--- config.mk ---
export PLATFORM = sky130hd
export DESIGN_NAME = rf_access_scoreboard
export DESIGN_NICKNAME = d
export VERILOG_FILES = /design/src/rtl/rf_sb_pkg.sv /design/src/rtl/rf_access_scoreboard_sat_counter.sv /design/src/rtl/rf_access_scoreboard.sv
export SDC_FILE = /design/constraint.sdc
export NUM_CORES = 1
export LEC_CHECK = 0
export ABC_AREA = 0
export CAP_MARGIN = 20
export CORE_MARGIN = 2
export CORE_UTILIZATION = 38
export DETAILED_ROUTE_END_ITERATION = 8
export GPL_ROUTABILITY_DRIVEN = 0
export SYNTH_ARGS = -nofsm -noshare
export SYNTH_HDL_FRONTEND = slang
export SYNTH_SLANG_ARGS = --single-unit
--- constraint.sdc ---
create_clock -name clk -period 4.35 [get_ports clk]
set_clock_uncertainty 0.2 [all_clocks]
set_input_delay 1.0875 -clock clk [delete_from_list [all_inputs] [get_ports clk]]
set_output_delay 1.0875 -clock clk [all_outputs]
set_load 0.01 [all_outputs]
--- src/rtl/rf_sb_pkg.sv ---
// Shared definitions for the register-file access scoreboard:
// query select codes and the saturating add.
package rf_sb_pkg;

  localparam int SEL_WR    = 0;
  localparam int SEL_RDTOT = 1;
  localparam int SEL_COL   = 2;
  localparam int SEL_RD0   = 3;

  function automatic logic [31:0] sat_add(
    input logic [31:0] a,
    input logic [31:0] inc,
    input int unsigned w
  );
    logic [32:0] sum;
    logic [32:0] max;
    sum = {1'b0, a} + {1'b0, inc};
    max = (33'd1 << w) - 33'd1;
    if (sum > max) sat_add = max[31:0];
    else           sat_add = sum[31:0];
  endfunction

endpackage

--- src/rtl/rf_access_scoreboard_sat_counter.sv ---
// Saturating event counter with synchronous clear and
// multi-count increment.
module sat_counter
  import rf_sb_pkg::*;
#(
  parameter int CNT_W = 16,
  parameter int INC_W = 2
) (
  input  logic             clk,
  input  logic             clr,
  input  logic             en,
  input  logic [INC_W-1:0] inc,
  output logic [CNT_W-1:0] cnt,
  output logic             sat
);

  logic [CNT_W-1:0] cnt_q;
  logic [CNT_W-1:0] cnt_d;

  always_comb begin
    cnt_d = cnt_q;
    if (clr) begin
      cnt_d = '0;
    end else if (en) begin
      cnt_d = CNT_W'(sat_add(32'(cnt_q), 32'(inc), CNT_W));
    end
  end

  always_ff @(posedge clk) begin
    cnt_q <= cnt_d;
  end

  assign cnt = cnt_q;
  assign sat = (cnt_q == {CNT_W{1'b1}});

endmodule

--- src/rtl/rf_access_scoreboard.sv ---
// Register-file access monitor: per-entry write/read/collision
// counters, uninitialised-read flag and a registered query port.
module rf_access_scoreboard
  import rf_sb_pkg::*;
#(
  parameter  int ADDR_BITS = 2,
  parameter  int NUM_RD    = 2,
  parameter  int CNT_W     = 16,
  localparam int SEL_W     = $clog2(NUM_RD + 3)
) (
  input  logic                        clk,
  input  logic                        rst,
  input  logic                        count_en,
  input  logic                        clear,
  input  logic                        write_en,
  input  logic [ADDR_BITS-1:0]        write_addr,
  input  logic [NUM_RD-1:0]           read_en,
  input  logic [NUM_RD*ADDR_BITS-1:0] read_addr,
  input  logic                        query_valid,
  input  logic [ADDR_BITS-1:0]        query_addr,
  input  logic [SEL_W-1:0]            query_sel,
  output logic                        query_rvalid,
  output logic [CNT_W-1:0]            query_data,
  output logic                        uninit_read,
  output logic [ADDR_BITS-1:0]        uninit_addr,
  output logic                        sat_any
);

  localparam int DEPTH = 2 ** ADDR_BITS;
  localparam int INC_W = $clog2(NUM_RD + 1);

  logic clr;
  logic go;
  assign clr = rst | clear;
  assign go  = count_en & ~clr;

  logic [ADDR_BITS-1:0] ra [NUM_RD];
  for (genvar p = 0; p < NUM_RD; p++) begin : g_ra
    assign ra[p] = read_addr[p*ADDR_BITS +: ADDR_BITS];
  end

  logic [INC_W-1:0] wr_inc  [DEPTH];
  logic [INC_W-1:0] tot_inc [DEPTH];
  logic [INC_W-1:0] col_inc [DEPTH];
  logic [INC_W-1:0] rd_inc  [NUM_RD][DEPTH];

  always_comb begin
    for (int i = 0; i < DEPTH; i++) begin
      wr_inc[i]  = INC_W'(write_en && write_addr == ADDR_BITS'(i));
      tot_inc[i] = '0;
      col_inc[i] = '0;
      for (int p = 0; p < NUM_RD; p++) begin
        rd_inc[p][i] = INC_W'(read_en[p] && ra[p] == ADDR_BITS'(i));
        tot_inc[i]   = tot_inc[i] + rd_inc[p][i];
        col_inc[i]   = col_inc[i] + (wr_inc[i] & rd_inc[p][i]);
      end
    end
  end

  logic [CNT_W-1:0] wr_cnt  [DEPTH];
  logic [CNT_W-1:0] tot_cnt [DEPTH];
  logic [CNT_W-1:0] col_cnt [DEPTH];
  logic [CNT_W-1:0] rd_cnt  [NUM_RD][DEPTH];
  logic [DEPTH-1:0] wr_sat;
  logic [DEPTH-1:0] tot_sat;
  logic [DEPTH-1:0] col_sat;
  logic [DEPTH-1:0] rd_sat [NUM_RD];

  for (genvar i = 0; i < DEPTH; i++) begin : g_ent
    sat_counter #(.CNT_W(CNT_W), .INC_W(INC_W)) u_wr (
      .clk(clk), .clr(clr), .en(go), .inc(wr_inc[i]),
      .cnt(wr_cnt[i]), .sat(wr_sat[i]));
    sat_counter #(.CNT_W(CNT_W), .INC_W(INC_W)) u_tot (
      .clk(clk), .clr(clr), .en(go), .inc(tot_inc[i]),
      .cnt(tot_cnt[i]), .sat(tot_sat[i]));
    sat_counter #(.CNT_W(CNT_W), .INC_W(INC_W)) u_col (
      .clk(clk), .clr(clr), .en(go), .inc(col_inc[i]),
      .cnt(col_cnt[i]), .sat(col_sat[i]));
    for (genvar p = 0; p < NUM_RD; p++) begin : g_port
      sat_counter #(.CNT_W(CNT_W), .INC_W(INC_W)) u_rd (
        .clk(clk), .clr(clr), .en(go), .inc(rd_inc[p][i]),
        .cnt(rd_cnt[p][i]), .sat(rd_sat[p][i]));
    end
  end

  // Counters only clear together and never decrement, so OR of
  // their saturation is already sticky.
  always_comb begin
    sat_any = |{wr_sat, tot_sat, col_sat};
    for (int p = 0; p < NUM_RD; p++) begin
      sat_any = sat_any | (|rd_sat[p]);
    end
  end

  logic [DEPTH-1:0]     written_q, written_d;
  logic                 uninit_read_q, uninit_read_d;
  logic [ADDR_BITS-1:0] uninit_addr_q, uninit_addr_d;
  logic                 uhit;
  logic [ADDR_BITS-1:0] ufirst;

  // Written state is pre-edge, so a same-cycle write still reads old data.
  always_comb begin
    uhit   = 1'b0;
    ufirst = '0;
    for (int p = NUM_RD - 1; p >= 0; p--) begin
      if (read_en[p] && !written_q[ra[p]]) begin
        uhit   = 1'b1;
        ufirst = ra[p];
      end
    end
    written_d     = written_q;
    uninit_read_d = uninit_read_q;
    uninit_addr_d = uninit_addr_q;
    if (clr) begin
      written_d     = '0;
      uninit_read_d = 1'b0;
      uninit_addr_d = '0;
    end else if (go) begin
      if (write_en) written_d[write_addr] = 1'b1;
      if (uhit && !uninit_read_q) begin
        uninit_read_d = 1'b1;
        uninit_addr_d = ufirst;
      end
    end
  end

  logic [CNT_W-1:0] qd;
  logic             query_rvalid_q, query_rvalid_d;
  logic [CNT_W-1:0] query_data_q, query_data_d;

  always_comb begin
    qd = '0;
    case (query_sel)
      SEL_W'(SEL_WR):    qd = wr_cnt[query_addr];
      SEL_W'(SEL_RDTOT): qd = tot_cnt[query_addr];
      SEL_W'(SEL_COL):   qd = col_cnt[query_addr];
      default: begin
        for (int p = 0; p < NUM_RD; p++) begin
          if (query_sel == SEL_W'(SEL_RD0 + p)) qd = rd_cnt[p][query_addr];
        end
      end
    endcase
    query_rvalid_d = query_valid & ~clr;
    query_data_d   = query_rvalid_d ? qd : '0;
  end

  always_ff @(posedge clk) begin
    written_q      <= written_d;
    uninit_read_q  <= uninit_read_d;
    uninit_addr_q  <= uninit_addr_d;
    query_rvalid_q <= query_rvalid_d;
    query_data_q   <= query_data_d;
  end

  assign query_rvalid = query_rvalid_q;
  assign query_data   = query_data_q;
  assign uninit_read  = uninit_read_q;
  assign uninit_addr  = uninit_addr_q;

endmodule

==> results.cfg <==
[finish]
final_net_count = 2230
layout.filler_cells = 4659
post_route_cells_drive_above_1_share = 0.129
design_area_um2 = 21900
antenna-diode-count = 0
final_cell_count_no_fill = 2862
layout-area-overhead-vs-synth_pct = 15.9

[clock_tree]
cts_buffer_depth = 3
cts_post_setup_buffers_inserted = 0
tritoncts.num_buffers = 40
cts_tree = done
clk_root_buffer_cell = clkbuf_16
htree_num_levels = 2
clk_latency_worst_skew_pair_ns = 0.57
cts-hold-fix-buffers = 0
worst_setup_hold_path_clk_slew_ns = 0.06
cts_sinks = 344

[setup_path]
startpoint_type = flip-flop
setup.worst_path.class = flip-flop to output port
crit_required_ns = 3.06
critical_path.top_delay_family = simple AND/OR/NAND/NOR gates
critPathMaxFanout = 5
critPathCaptureType = output port
crit_chain = and4_1 > nor4bb_4 > buf_4 > a221oi_2 > o311a_1 > nand4_1 > dlymetal6s2s_1
slowest_stage = dfxtp_1
max_stage_delay_ns = 0.33
cp.arrival_ns = 2.58
critical_path.n_buffers_inverters = 2

[logic_synthesis]
synthDistinctLibCells = 66
post-synth-top-area-fraction = 0.365
yosysTopAreaCell = dfxtp_1
cells_taking_the_most_area_after_synthesis = dfxtp_1 (37%), mux4_2 (9.7%), xor2_1 (4.3%)
synth-edff-count = 0
synthArstFlopShare = 0
ys_seq_elements = 344
count_of_synthesis_stage_warnings_from_yosys = 0
synthesis.area_per_instance_um2 = 8.91
syn-cell-area_um2 = 18900
ys_dominant_reg_cell = dfxtp_1
postSynthNetCount = 2176
syn_inst = 2117
yosysSeqAreaShare = 0.365

[drt]
drt_first_pass_iters = 7
remaining_drc_errors = 0
avgViaCountPerCell = 5.89
drt_iter0_drc = 1674
route.detailed.wl_per_inst_um = 20.1
drt-total-wl_mm = 57.4
route.antenna.remaining_nets = 0
dr_total_vias = 16900

[timing]
final_critical_path_share_of_the_clock_period = 0.890
worst_slew_pin_tran_ns = 0.887
setup_viol = 0
hold_viol_final = 0
min_period_ns = 3.87
rsz_0062_raised_after_global_routing = false
max_freq_mhz = 258
maxSlewViolCount = 0
timing.slew.headroom = 0.409

[place]
postPlaceCellArea_um2 = 20400
place_hpwl_mm = 42.5
port-buffer-count = 39
dp_cells = 2793

[global_route]
wire_length_of_the_first_global_routing_pass_mm = 89.6
grt_antenna_before_repair = 0
grt.total_usage = 0.224
grt_max_degree = 49
number_of_global_route_vias_before_repair = 15400
globalRoute.totalOverflow = 0

[pwr]
power_mw = 7.03
power.static_leakage_nw = 7.68
ir_drop_v = 0.000213
power_density_nw_per_um2 = 322

[outcome]
run_status = complete, no violations

[floorplanning]
die_h_um = 227
coreArea_um2 = 49000
number_of_ports_placed_on_the_die_boundary = 40
floorplan.initialDensity = 0.385
die-width_um = 227
num_rows = 81
die_area_um2 = 51400

[run]
max_cap_viol_count = 0

[min_path]
hold_path_class = flip-flop to flip-flop
## tightest hold or removal path, cell delays in order, from the launching register on
cell,delay [ns]
dfxtp_1,0.35
a21oi_1,0.05
nor2_1,0.07
## stage by stage
stage	setup TNS [ns]	util	setup slack, ns	hold WS, ns
4_1_cts	0	0.445	0.0119	0.298
5_1_grt	0	0.447	0.278	0.329
3_3_place_gp	-0.137	0.417	-0.0781	0.268
2_1_floorplan	0	-	0.399	0.242
6_report	0	0.447	0.479	0.298
3_5_place_dp	-0.0626	0.417	-0.0626	0.273
## Yosys cell counts (8+ instances only)
library cell and number:
dfxtp_1 344, nand2_1 178, a21oi_1 155, o21ai_0 153, nor2_1 149, nand3_1 128
xor2_1 93, clkbuf_1 91, mux4_2 81, nand4_1 81, and3_1 80, xnor2_1 76
mux2i_1 66, nor3_1 65, inv_1 45, and4_1 42, a31oi_1 35, ha_1 32
or2_2 17, a311oi_1 16, nor4_1 16, o211ai_1 16, buf_1 12, nand2b_1 12
o211a_1 12, and2_1 10, buf_2 10, fa_1 8
## path summary, 6_finish.rpt
check,cells after the start,from,slack [ns],end
setup / recovery,7,g_ent[3].u_tot.cnt[12],0.48,sat_any
hold / removal,2,written_q[0],0.30,written_q[0]
setup reg to reg,7,g_ent[0].u_col.cnt[0],1.39,g_ent[0].u_col.cnt[15]
hold reg to reg,2,written_q[0],0.30,written_q[0]
## state kept, by name, indices dropped and copies added, names as in the netlist
| register | flops |
|---|---|
| query_data | 16 |
| g_ent.u_wr.cnt | 64 |
| g_ent.g_port.u_rd.cnt | 128 |
| g_ent.u_tot.cnt | 64 |
| uninit_read | 1 |
| uninit_addr | 2 |
| g_ent.u_col.cnt | 64 |
| query_rvalid | 1 |
| written_q | 4 |
## final cells by class
class	count	area, µm²	share of cell area
inverters	46	173	0.00790
clock inverters	15	201	0.00922
flip-flops and latches	344	6890	0.315
clock buffers	54	1150	0.0528
well taps	664	831	0.0380
repair buffers	127	1170	0.0536
multi-input cells	1612	11400	0.523
## what timing repair did
item | 4_1_cts | 5_1_grt
setup endpoints to repair | 1 | 1
pin swaps | 0 | 1
resized for setup | 3 | 13
## layout by cell type (no fill, tap or decap), types with 6 or more instances in the layout
| cell | instances |
|---|---|
| a211oi_1 | 7 |
| a21oi_1 | 155 |
| a311oi_1 | 16 |
| a31oi_1 | 35 |
| and2_1 | 10 |
| and3_1 | 80 |
| and4_1 | 42 |
| buf_12 | 10 |
| buf_4 | 81 |
| clkbuf_16 | 41 |
| clkbuf_8 | 8 |
| clkdlybuf4s50_1 | 35 |
| dfxtp_1 | 341 |
| fa_1 | 8 |
| ha_1 | 32 |
| inv_1 | 45 |
| mux2i_1 | 66 |
| mux4_2 | 81 |
| nand2_1 | 178 |
| nand2b_1 | 12 |
| nand3_1 | 127 |
| nand4_1 | 81 |
| nor2_1 | 148 |
| nor2b_1 | 7 |
| nor3_1 | 64 |
| nor3b_1 | 6 |
| nor4_1 | 14 |
| nor4_2 | 6 |
| o211a_1 | 12 |
| o211ai_1 | 16 |
| o21ai_0 | 153 |
| or2_2 | 16 |
| or4_1 | 6 |
| xnor2_1 | 76 |
| xor2_1 | 93 |
## cell families after synthesis
family / Yosys count / share of synthesized area
simple gates: 834 / 0.233
compound gates: 420 / 0.128
flops: 344 / 0.365
xor+xnor: 169 / 0.0785
buf+inv: 161 / 0.0333
mux: 149 / 0.133
fa+ha+maj: 40 / 0.0297
## metal layers
layer	vias to the layer above	track usage	wire length (µm)
met1	8194	0.321	26000
met2	611	0.346	25500
met5	-	0	0
met4	0	0.0709	1550
met3	99	0.0347	4320
li1	7952	-	-
## power breakdown
group          leakage (nW)  switching [mW]  internal [mW]
Combinational          4.25           0.215          0.133
Sequential             2.77         0.00948           3.16
Clock                 0.660            1.41           2.10
Total                  7.68            1.63           5.40
Note: power is estimated with default switching activity, not from simulation.
